**src/rtl/vga_scan_timer_pkg.sv**
```systemverilog
// Shared 640x480@60 timing constants and a window-decode helper for the VGA scan timer.
// The timer honours the build macro VGA_SCAN_LOOKAHEAD_EN (see vga_scan_timer.sv).
package vga_timing_pkg;

  localparam int POS_W     = 10;
  localparam int MAX_TOTAL = 1 << POS_W;

  localparam int H_VISIBLE_DEF = 640;
  localparam int H_FRONT_DEF   = 16;
  localparam int H_SYNC_DEF    = 96;
  localparam int H_BACK_DEF    = 48;
  localparam int V_VISIBLE_DEF = 480;
  localparam int V_FRONT_DEF   = 10;
  localparam int V_SYNC_DEF    = 2;
  localparam int V_BACK_DEF    = 33;

  localparam int H_TOTAL     = H_VISIBLE_DEF + H_FRONT_DEF + H_SYNC_DEF + H_BACK_DEF;
  localparam int V_TOTAL     = V_VISIBLE_DEF + V_FRONT_DEF + V_SYNC_DEF + V_BACK_DEF;
  localparam int HSYNC_START = H_VISIBLE_DEF + H_FRONT_DEF;
  localparam int HSYNC_END   = HSYNC_START + H_SYNC_DEF;
  localparam int VSYNC_START = V_VISIBLE_DEF + V_FRONT_DEF;
  localparam int VSYNC_END   = VSYNC_START + V_SYNC_DEF;

  // True when lo <= pos < hi.
  function automatic logic in_window(logic [POS_W-1:0] pos, int lo, int hi);
    return (int'(pos) >= lo) && (int'(pos) < hi);
  endfunction

endpackage

```
**src/rtl/vga_scan_timer_if.sv**
```systemverilog
// Scan-timing bundle between the VGA scan timer (master) and the pixel shader (slave).
// pix_ce travels with the bundle because it paces every signal on it.
interface vga_scan_timer_if #(parameter int FRAME_W = 8);
  import vga_timing_pkg::*;

  logic               pix_ce;
  logic [POS_W-1:0]   hpos;
  logic [POS_W-1:0]   vpos;
  logic               hsync;
  logic               vsync;
  logic               display_on;
  logic               line_start;
  logic               frame_start;
  logic [FRAME_W-1:0] frame_count;

  modport master (
    input  pix_ce,
    output hpos, vpos, hsync, vsync, display_on, line_start, frame_start, frame_count
  );

  modport slave (
    output pix_ce,
    input  hpos, vpos, hsync, vsync, display_on, line_start, frame_start, frame_count
  );

endinterface

```
**src/rtl/vga_scan_timer_wrap_counter.sv**
```systemverilog
// Modulo-N up-counter with enable and synchronous reset; wrap flags the terminal count N-1.
// count_next exposes the value the counter takes on the coming edge.
module wrap_counter #(
  parameter int N = 800,
  parameter int W = 10
) (
  input  logic         clk,
  input  logic         reset,
  input  logic         en,
  output logic [W-1:0] count,
  output logic [W-1:0] count_next,
  output logic         wrap
);

  assign wrap = (count == W'(N - 1));

  always_comb begin
    count_next = count;
    if (en) count_next = wrap ? '0 : count + 1'b1;
  end

  always_ff @(posedge clk) begin
    if (reset) count <= '0;
    else       count <= count_next;
  end

endmodule

```
**src/rtl/vga_scan_timer.sv**
```systemverilog
// VGA scan timer: pixel-enabled h/v counters with fully registered sync, display and strobes.
// Build macro VGA_SCAN_LOOKAHEAD_EN presents hpos/vpos one enabled pixel ahead of the decode.
module vga_scan_timer
  import vga_timing_pkg::*;
#(
  parameter int H_VISIBLE = H_VISIBLE_DEF,
  parameter int H_FRONT   = H_FRONT_DEF,
  parameter int H_SYNC    = H_SYNC_DEF,
  parameter int H_BACK    = H_BACK_DEF,
  parameter int V_VISIBLE = V_VISIBLE_DEF,
  parameter int V_FRONT   = V_FRONT_DEF,
  parameter int V_SYNC    = V_SYNC_DEF,
  parameter int V_BACK    = V_BACK_DEF,
  parameter bit SYNC_POL  = 1'b0,
  parameter int FRAME_W   = 8
) (
  input  logic                clk,
  input  logic                reset,
  vga_scan_timer_if.master    scan
);

  localparam int H_TOT    = H_VISIBLE + H_FRONT + H_SYNC + H_BACK;
  localparam int V_TOT    = V_VISIBLE + V_FRONT + V_SYNC + V_BACK;
  localparam int HS_START = H_VISIBLE + H_FRONT;
  localparam int HS_END   = HS_START + H_SYNC;
  localparam int VS_START = V_VISIBLE + V_FRONT;
  localparam int VS_END   = VS_START + V_SYNC;

  if (H_TOT > MAX_TOTAL || V_TOT > MAX_TOTAL) begin : g_bad_params
    $error("vga_scan_timer: H_TOTAL=%0d / V_TOTAL=%0d exceed %0d", H_TOT, V_TOT, MAX_TOTAL);
  end

  logic [POS_W-1:0]   h_count, h_next, v_count, v_next;
  logic [POS_W-1:0]   dec_h, dec_v;
  logic               h_tc, v_tc, v_en;
  logic               hsync_q, vsync_q, display_q, line_q, frame_q;
  logic [FRAME_W-1:0] frame_cnt_q;

  assign v_en = scan.pix_ce & h_tc;

  wrap_counter #(.N(H_TOT), .W(POS_W)) u_hcnt (
    .clk        (clk),
    .reset      (reset),
    .en         (scan.pix_ce),
    .count      (h_count),
    .count_next (h_next),
    .wrap       (h_tc)
  );

  wrap_counter #(.N(V_TOT), .W(POS_W)) u_vcnt (
    .clk        (clk),
    .reset      (reset),
    .en         (v_en),
    .count      (v_count),
    .count_next (v_next),
    .wrap       (v_tc)
  );

  // Decoding the pre-edge position makes the decode trail the counters by one pixel.
`ifdef VGA_SCAN_LOOKAHEAD_EN
  assign dec_h = h_count;
  assign dec_v = v_count;
`else
  assign dec_h = h_next;
  assign dec_v = v_next;
`endif

  always_ff @(posedge clk) begin
    if (reset) begin
      hsync_q     <= ~SYNC_POL;
      vsync_q     <= ~SYNC_POL;
      display_q   <= 1'b1;
      line_q      <= 1'b0;
      frame_q     <= 1'b0;
      frame_cnt_q <= '0;
    end else begin
      line_q  <= scan.pix_ce & h_tc;
      frame_q <= scan.pix_ce & h_tc & v_tc;
      if (scan.pix_ce) begin
        hsync_q   <= in_window(dec_h, HS_START, HS_END) ? SYNC_POL : ~SYNC_POL;
        vsync_q   <= in_window(dec_v, VS_START, VS_END) ? SYNC_POL : ~SYNC_POL;
        display_q <= in_window(dec_h, 0, H_VISIBLE) && in_window(dec_v, 0, V_VISIBLE);
        if (h_tc && v_tc) frame_cnt_q <= frame_cnt_q + 1'b1;
      end
    end
  end

  assign scan.hpos        = h_count;
  assign scan.vpos        = v_count;
  assign scan.hsync       = hsync_q;
  assign scan.vsync       = vsync_q;
  assign scan.display_on  = display_q;
  assign scan.line_start  = line_q;
  assign scan.frame_start = frame_q;
  assign scan.frame_count = frame_cnt_q;

endmodule
```
**src/flat_wrapper.sv**
```systemverilog
// flat-port wrapper written by rule: the top's interface ports become plain ports
module vga_scan_timer_flat import vga_timing_pkg::*;
#(
  parameter int H_VISIBLE = H_VISIBLE_DEF,
  parameter int H_FRONT   = H_FRONT_DEF,
  parameter int H_SYNC    = H_SYNC_DEF,
  parameter int H_BACK    = H_BACK_DEF,
  parameter int V_VISIBLE = V_VISIBLE_DEF,
  parameter int V_FRONT   = V_FRONT_DEF,
  parameter int V_SYNC    = V_SYNC_DEF,
  parameter int V_BACK    = V_BACK_DEF,
  parameter bit SYNC_POL  = 1'b0,
  parameter int FRAME_W   = 8
)
  (clk, reset, scan_pix_ce, scan_hpos, scan_vpos, scan_hsync, scan_vsync, scan_display_on, scan_line_start, scan_frame_start, scan_frame_count);
  vga_scan_timer_if #(.FRAME_W(FRAME_W)) scan_i ();
  input  logic clk;
  input  logic reset;
  input wire logic [$bits(scan_i.pix_ce)-1:0] scan_pix_ce;
  output wire logic [$bits(scan_i.hpos)-1:0] scan_hpos;
  output wire logic [$bits(scan_i.vpos)-1:0] scan_vpos;
  output wire logic [$bits(scan_i.hsync)-1:0] scan_hsync;
  output wire logic [$bits(scan_i.vsync)-1:0] scan_vsync;
  output wire logic [$bits(scan_i.display_on)-1:0] scan_display_on;
  output wire logic [$bits(scan_i.line_start)-1:0] scan_line_start;
  output wire logic [$bits(scan_i.frame_start)-1:0] scan_frame_start;
  output wire logic [$bits(scan_i.frame_count)-1:0] scan_frame_count;
  assign scan_i.pix_ce = scan_pix_ce;
  assign scan_hpos = scan_i.hpos;
  assign scan_vpos = scan_i.vpos;
  assign scan_hsync = scan_i.hsync;
  assign scan_vsync = scan_i.vsync;
  assign scan_display_on = scan_i.display_on;
  assign scan_line_start = scan_i.line_start;
  assign scan_frame_start = scan_i.frame_start;
  assign scan_frame_count = scan_i.frame_count;
  vga_scan_timer #(.H_VISIBLE(H_VISIBLE), .H_FRONT(H_FRONT), .H_SYNC(H_SYNC), .H_BACK(H_BACK), .V_VISIBLE(V_VISIBLE), .V_FRONT(V_FRONT), .V_SYNC(V_SYNC), .V_BACK(V_BACK), .SYNC_POL(SYNC_POL), .FRAME_W(FRAME_W)) u_core (.clk(clk), .reset(reset), .scan(scan_i));
endmodule
```
**config.mk**
```make
export PLATFORM = sky130hd
export DESIGN_NAME = vga_scan_timer_flat
export DESIGN_NICKNAME = d
export VERILOG_FILES = /design/src/rtl/vga_scan_timer_pkg.sv /design/src/rtl/vga_scan_timer_if.sv /design/src/rtl/vga_scan_timer_wrap_counter.sv /design/src/rtl/vga_scan_timer.sv /design/src/flat_wrapper.sv
export SDC_FILE = /design/constraint.sdc
export NUM_CORES = 1
export LEC_CHECK = 0
export CORE_MARGIN = 1.5
export CORE_UTILIZATION = 51
export CTS_CLUSTER_SIZE = 24
export DETAILED_ROUTE_END_ITERATION = 8
export PLACE_DENSITY = 0.88
export REMOVE_ABC_BUFFERS = 1
export SLEW_MARGIN = 15
export SYNTH_ARGS = -nofsm -noshare
export SYNTH_HDL_FRONTEND = slang
export SYNTH_SLANG_ARGS = --single-unit
```
**constraint.sdc**
```tcl
create_clock -name clk -period 2.2 [get_ports clk]
set_clock_uncertainty 0.05 [all_clocks]
set_input_delay 0.66 -clock clk [delete_from_list [all_inputs] [get_ports clk]]
set_output_delay 0.66 -clock clk [all_outputs]
set_load 0.005 [all_outputs]
```
# After elaboration in Yosys (flattened, before gate mapping)
# Index checks and enable logic that the tools add are counted.
# word_totals
reg_bits	33
latchBits	0
mem_bits_rw	0
mem_bits_ro	0
output_inout_bits	33
wordCells	32
n_memories	0
# op_classes
n_addsub	3
multipliers	0
div_mod_pow	0
order_cmp	6
n_eq_ne	2
shifts	0
n_mux	6
n_bitwise	2
reduce_logical	5
# op_table
operator	count
2-to-1 mux 10 bit	4
adder 10 x 1 -> 10 bit (second input constant)	2
== test 10 bit (second input constant)	2
less-than comparator 10 bit (second input constant)	2
less-than comparator 10 x 9 -> 1 bit (second input constant)	2
>= comparator 10 bit (second input constant)	1
>= comparator 10 x 9 -> 1 bit (second input constant)	1
adder 8 x 1 -> 8 bit (second input constant)	1
logical AND 1 bit	4
AND 1 bit	2
2-to-1 mux 1 bit	2
AND reduction 2 bit	1

# Depth between registers and ports, before layout
# Gate-level depths: netlist (run 1).
# depth
word_depth	6
mapped_depth	9
ltp_nobuf	8

# By module
# A second synthesis (run 1) with hierarchy kept.
# hier_totals
hier_cells	192
hier_area_um2	1699.1
# modules_own_cells
mod	n_inst	cells_per_inst	area_per_inst_um2	seq_area_each_um2
vga_scan_timer	1	66	601.8	260.2
wrap_counter at u_core.u_vcnt	1	65	559.3	200.2
wrap_counter at u_core.u_hcnt	1	61	538.0	200.2

# Least setup slack after synthesis (run 1)
# No wires, ideal clock.
# synth_path
path_kind	register -> register
from	register u_core.u_hcnt.count[0]
to	register u_core.display_q (netlist: u_core.scan.display_on)
setup_time_ns	0.084
t_arrival_ns	1.872
required_ns	2.066
path_slack_ns	0.193
path_stages_with_launch	8
period_less_slack_ns	2.007
cell_sequence	dfxtp_1 -> ha_1 -> and4_1 -> nand3_1 -> o311ai_1 -> a22oi_1 -> a211o_1 -> o31ai_2
# synth_between
elab_chain_cells	5
# synth_lines
element	line	source
start: declaration	vga_scan_timer_wrap_counter.sv:10	output logic [W-1:0] count,
start signal: assignment	vga_scan_timer_wrap_counter.sv:24	else count <= count_next;
adder 10 x 1 -> 10 bit or == test 10 bit (tied branches)	vga_scan_timer_wrap_counter.sv:19, vga_scan_timer_wrap_counter.sv:15	
2-to-1 mux 10 bit or AND 1 bit (tied branches)	vga_scan_timer_wrap_counter.sv:19, vga_scan_timer.sv:39	
2-to-1 mux 10 bit	vga_scan_timer_wrap_counter.sv:19	if (en) count_next = wrap ? '0 : count + 1'b1;
less-than comparator 10 bit or less-than comparator 10 x 9 -> 1 bit (tied branches)	vga_scan_timer_pkg.sv:26	return (int'(pos) >= lo) && (int'(pos) < hi);
logical AND 1 bit (*)	vga_scan_timer.sv:82	display_q <= in_window(dec_h, 0, H_VISIBLE) && in_window(dec_v, 0, V_VISIBLE);
end signal: assignment	vga_scan_timer.sv:82	
end: declaration	vga_scan_timer.sv:36	logic hsync_q, vsync_q, display_q, line_q, frame_q;
# Every way passes the cells marked *; elsewhere a longest branch is shown, timed or not.
# A chain may end at the register's enable or synchronous reset.

# Worst setup path in the final report (run 1)
# layout_path
from	register u_core.u_hcnt.count[5]
to	output port scan_hpos[5]
# layout_lines
element	line	source
end: declaration	flat_wrapper.sv:20	output wire logic [$bits(scan_i.hpos)-1:0] scan_hpos;
# No word-level cell between the ends.

==> impl_metrics.tcl, run 1 <==
set metrics [dict create \
    utilization_pct 75.5 \
    p_per_area_nw_per_um2 453 \
    gp_congestion 0.914 \
    synth_edf_count 0 \
    synth_cell_types 49 \
    setup_viol 0 \
    grtUsageTotal_pct 26.0 \
    die_w_um 63.0 \
    hold_slack_ns 0.450 \
    dp_slack_ns -0.355 \
    finalCritPeriodShare_pct 97.3 \
    drv_slew 0 \
    ys_warn_count 0 \
    end_kind "output pin" \
    die_h_um 63.0 \
    hold_viol_final 0 \
    crit_path_start_kind "register" \
    cp.required_ns 1.49 \
    setup_slack_ns 0.0603 \
    clkTransAtPathRegs_ns 0.11 \
    fin_nets 298 \
    grt_pass1_wl_um 8330 \
    fmax_mhz 467 \
    yosysTopAreaCell "dfxtp_1" \
    synth_area_leaders "dfxtp_1 36%, xor2_1 5.2%, nand4_1 4.8%" \
    grt-ovfl-total 0 \
    grt_max_degree 18 \
    area_growth_pct 39.5 \
    r2r_setup_slack_ns 0.10 \
    core_region_area_um2 3390 \
    max_slew_margin_pct 77.1 \
    drc_errors 0 \
    syn_area_um2 1840 \
    dr_total_vias 1969 \
    root_buffer "clkbuf_4" \
    io_pins 36 \
    netlist_top_cells_count "33 x dfxtp_1, 23 x nor2_1, 16 x nor3_1" \
    ant_nets 0 \
    criticalPathCategory "reg2out" \
    crit_fanout 10 \
    placed_area_um2 2460 \
    synth-seq-cells 33 \
    ys_seq_area_share_pct 36.0 \
    syn_inst 225 \
    holdBufCountCts 0 \
    avgSynthCellArea_um2 8.16 \
    drt_wl_total_um 4820 \
    power_uw 1160 \
    yosys.cell_count.top_type "dfxtp_1" \
    synth_ff_type "dfxtp_1" \
    fin_crit_ns 2.14 \
    diodes 0 \
    final_area_um2 2560 \
    worst_ir_drop_vdd_mv 0.370 \
    max_cap_viol_count 0 \
    viasPerCell 5.83 \
    synthArstFlopShare_pct 0 \
    fillCellCount 220 \
    wl_per_cell_um 14.3 \
    dpl.hpwl_um 3510 \
    cts_inserted_buffers 5 \
    leakage_uw 0.000991 \
    netlist.area_leader.share_pct 36.0 \
    hp-class "reg2reg" \
    die_area_um2 3970 \
    start_util_pct 54.2 \
    antenna_found_initial 0 \
    cts_tree "done" \
    grt_pass1_vias 1895 \
    h-tree-depth 2 \
    insertion_delay_ns 0.35 \
    rsz0062_at_grt "no" \
    cts.path.max_buffers 2 \
    drt_iter0_markers 123 \
    clkSinkCount 33 \
    tightest_slew_ns 0.342 \
    firstDrtPassIters 4 \
    drive_above_1_share_pct 19.9 \
    status "complete, no violations" \
    critPathArrivalTime_ns 1.43 \
    numPortBuffers 35 \
    placementRows 21 \
]
[cell usage in the layout, fill, tap and decap left out, types with 2 or more instances in the layout]
master	count
o21ai_0	14
nor3_1	16
or3_1	5
and3_1	4
dfxtp_2	2
a21oi_1	12
nor4_1	2
nand2_1	10
nor2_1	23
nand4_1	14
nand3_1	10
dfxtp_1	31
xnor2_1	7
a22oi_1	2
clkbuf_4	5
inv_1	4
a21boi_0	3
and3_2	2
nand2b_1	3
xor2_1	11
buf_4	40
clkdlybuf4s50_1	34
and2_1	4
ha_1	4
[repair_timing]
item / CTS / global route
setup endpoints to repair: 1 / 3
resized for setup: 1 / 4
setup buffers: 1 / 0
[cells by family after synthesis]
group / after synthesis / synth area share [%]
AND/OR/NAND/NOR: 104 / 31.5
flip-flops: 33 / 36.0
AO/OA/AOI/OAI: 45 / 15.7
XOR/XNOR: 18 / 8.59
adder cells (fa/ha/maj): 4 / 2.73
buffers and inverters: 20 / 4.91
multiplexers: 1 / 0.545
[final cells by class]
cell class	count	area (µm²)	share of cell area, %
multi-input cells	172	1090	42.6
clock buffers	7	55.1	2.15
clock inverters	1	30.0	1.17
repair buffers	75	649	25.4
inverters	4	15.0	0.587
well taps	46	57.6	2.25
flip-flops and latches	33	663	25.9
[worst paths after layout]
kind / from / endpoint / depth (start not counted)
worst max-delay path: u_core.u_hcnt.count[5] / scan_hpos[5] / 2
worst min-delay path: u_core.scan.display_on / u_core.scan.display_on / 2
worst max register to register: u_core.u_hcnt.count[0] / u_core.scan.display_on / 8
worst min register to register: u_core.scan.display_on / u_core.scan.display_on / 2
[metrics by stage]
stage,setup TNS (ns),cells
floorplan,-0.0133,209
global route,0,338
finish,0,338
global placement,-3.18,329
detailed placement,-4.19,329
CTS,0,338
[where the power goes]
part,internal (µW),switching (µW)
clock network,271,220
registers,602,3.23
logic,30.9,33.2
[flip-flops by register name, indices dropped and copies added (netlist names)]
| name | flops |
|---|---|
| u_core.u_hcnt.count | 10 |
| u_core.scan.line_start | 1 |
| u_core.scan.vsync | 1 |
| u_core.scan.frame_start | 1 |
| u_core.u_vcnt.count | 10 |
| u_core.scan.display_on | 1 |
| u_core.scan.frame_count | 8 |
| u_core.scan.hsync | 1 |
[layer usage]
layer	up-vias	global-route usage (%)	part of all wire (%)
li1	952	-	-
met1	930	32.2	43
met2	75	42.3	49
met3	12	7.39	5.9
met4	0	10.6	2.0
met5	-	0	0
[critical path: stages, from the launching register on]
cell and delay [ns]:
dfxtp_1 0.39, buf_4 0.19, clkdlybuf4s50_1 0.51
No activity file was read; power rests on OpenSTA's default activity.
==> run 2: changes to the inputs <==
Settings changed: SKIP_LAST_GASP from default to 1.
==> results of run 2 <==
The final DEF is identical to that of run 1; final timing and power are the same.
==> run 3: changes to the inputs <==
Settings changed: CORE_UTILIZATION 51 to 30, PLACE_DENSITY 0.88 to 0.61, SYNTH_HIERARCHICAL from default to 1.
==> impl_metrics.tcl, run 3 <==
set metrics [dict create \
    critPathArrivalTime_ns 2.31 \
    fin_nets 272 \
    final_area_um2 2560 \
    h-tree-depth 2 \
    cpPeakStageDelay_ns 0.36 \
    avgSynthCellArea_um2 8.93 \
    crit_family "simple AND/OR/NAND/NOR gates" \
    grt_max_degree 16 \
    met3_length_um 156 \
    drv_slew 0 \
    holdBufCountCts 0 \
    mostFrequentLayoutCell "buf_4" \
    wl_per_cell_um 12.4 \
    placementRows 27 \
    layout.cells.non_filler 338 \
    ys_warn_count 6 \
    cts.path.max_buffers 2 \
    p_per_area_nw_per_um2 430 \
    fmax_mhz 456 \
    hold_viol_final 0 \
    syn_inst 189 \
    fillCellCount 551 \
    rsz0062_at_grt "yes" \
    max_cap_viol_count 0 \
    grt_pass1_wl_um 7100 \
    grt_pass1_vias 1564 \
    status "complete, no violations" \
    drt_wl_total_um 4190 \
    placed_cells 328 \
    gp_congestion 0.837 \
    crit_chain "ha_4, and4_4, nand3_4, inv_2, and2_4, nand2_4, buf_6, nor3_4, xor2_1, nand4_1, nor2_1, o41ai_1" \
    placed_area_um2 2380 \
    drt_iter0_markers 32 \
    leakage_uw 0.00101 \
    fin_crit_ns 2.19 \
    dpl.hpwl_um 3120 \
    setup_viol 0 \
    cts_inserted_buffers 5 \
    tightest_slew_ns 0.270 \
    root_buffer "clkbuf_8" \
    firstDrtPassIters 4 \
    critPathSlowestCell "dfxtp_2" \
    ant_nets 0 \
    criticalPathCategory "reg2reg" \
    multiInputGateArea_um2 1040 \
    top_layer "met4" \
    core_region_area_um2 5470 \
    antenna_found_initial 0 \
    cts_tree "done" \
    clkTransAtPathRegs_ns 0.07 \
    die_h_um 78.0 \
    diodes 0 \
    dr_total_vias 1611 \
    crit_fanout 4 \
    drc_errors 0 \
    cp.required_ns 2.32 \
    viasPerCell 4.77 \
    worst_ir_drop_vdd_mv 0.212 \
    area_growth_pct 51.9 \
    die_area_um2 6090 \
    start_util_pct 30.8 \
    syn_area_um2 1690 \
    hp-class "reg2reg" \
    io_pins 36 \
    grtUsageTotal_pct 14.6 \
    end_kind "register" \
    layout_common_cells "35 x buf_4, 34 x clkdlybuf4s50_1, 30 x dfxtp_1" \
    m1WireLength_um 2010 \
    drive_above_1_share_pct 28.9 \
    grt-ovfl-total 0 \
    die_w_um 78.0 \
    finalSetupTns_ns 0 \
    critPathBufInv 2 \
    clkSinkCount 33 \
    power_uw 1100 \
    seq_area_um2 664 \
    crit_path_start_kind "register" \
    max_slew_margin_pct 81.8 \
    wl_met2_um 2020 \
    numPortBuffers 35 \
    finalCritPeriodShare_pct 99.8 \
    insertion_delay_ns 0.28 \
]
==> run 3: area by class of cell <==
class	count	share of cell area [%]
Multi-Input combinational cell	144	40.7
Timing Repair Buffer	73	25.5
Clock inverter	2	0.390
Clock buffer	6	2.83
Sequential cell	33	25.9
Tap cell	72	3.51
Inverter	8	1.17
==> run 3: stage by stage <==
step	worst slack, ns	hold WS [ns]	utilization [%]
after floorplan	-0.272	0.401	-
after global placement	-0.414	0.405	43.5
after detailed placement	-0.434	0.410	43.5
after CTS	0.00922	0.427	45.7
after global routing	-0.100	0.468	46.8
final	0.00517	0.420	46.8
==> run 3: what timing repair did <==
item | in CTS | in global routing
endpoints found under the hold margin | 0 | 0
setup endpoints to repair | 3 | 3
buffers inserted | 0 | 2
gates cloned | 0 | 0
resized for setup | 11 | 8
pin swaps | 6 | 10
==> run 3: path summary, 6_finish.rpt <==
check                                            start                      to  slack (ns)  cells past startpoint
worst min register to register  u_core/scan.display_on  u_core/scan.display_on        0.42                      2
worst min-delay path            u_core/scan.display_on  u_core/scan.display_on        0.42                      2
worst max register to register  u_core/u_hcnt/count[1]  u_core/scan.display_on       0.005                     12
worst max-delay path            u_core/u_hcnt/count[1]  u_core/scan.display_on       0.005                     12
==> run 3: per-layer routing <==
layer / GRT usage (%) / vias to the layer above
met2: 24.6 / 28
met5: 0 / -
met1: 18.7 / 764
li1: - / 817
met3: 3.14 / 2
met4: 4.29 / 0
==> run 3: report_power, final <==
part | internal (µW) | total (µW) | switching, µW
combinational | 31.5 | 63.7 | 32.2
sequential | 601 | 605 | 3.04
clock | 219 | 434 | 215
==> run 3: worst reg2reg max path, cell delays in order, from the launching register on <==
cell and delay, ns:
dfxtp_2 0.36, ha_4 0.14, and4_4 0.23, nand3_4 0.09
inv_2 0.07, and2_4 0.16, nand2_4 0.07, buf_6 0.15
nor3_4 0.17, xor2_1 0.21, nand4_1 0.14, nor2_1 0.16
o41ai_1 0.09
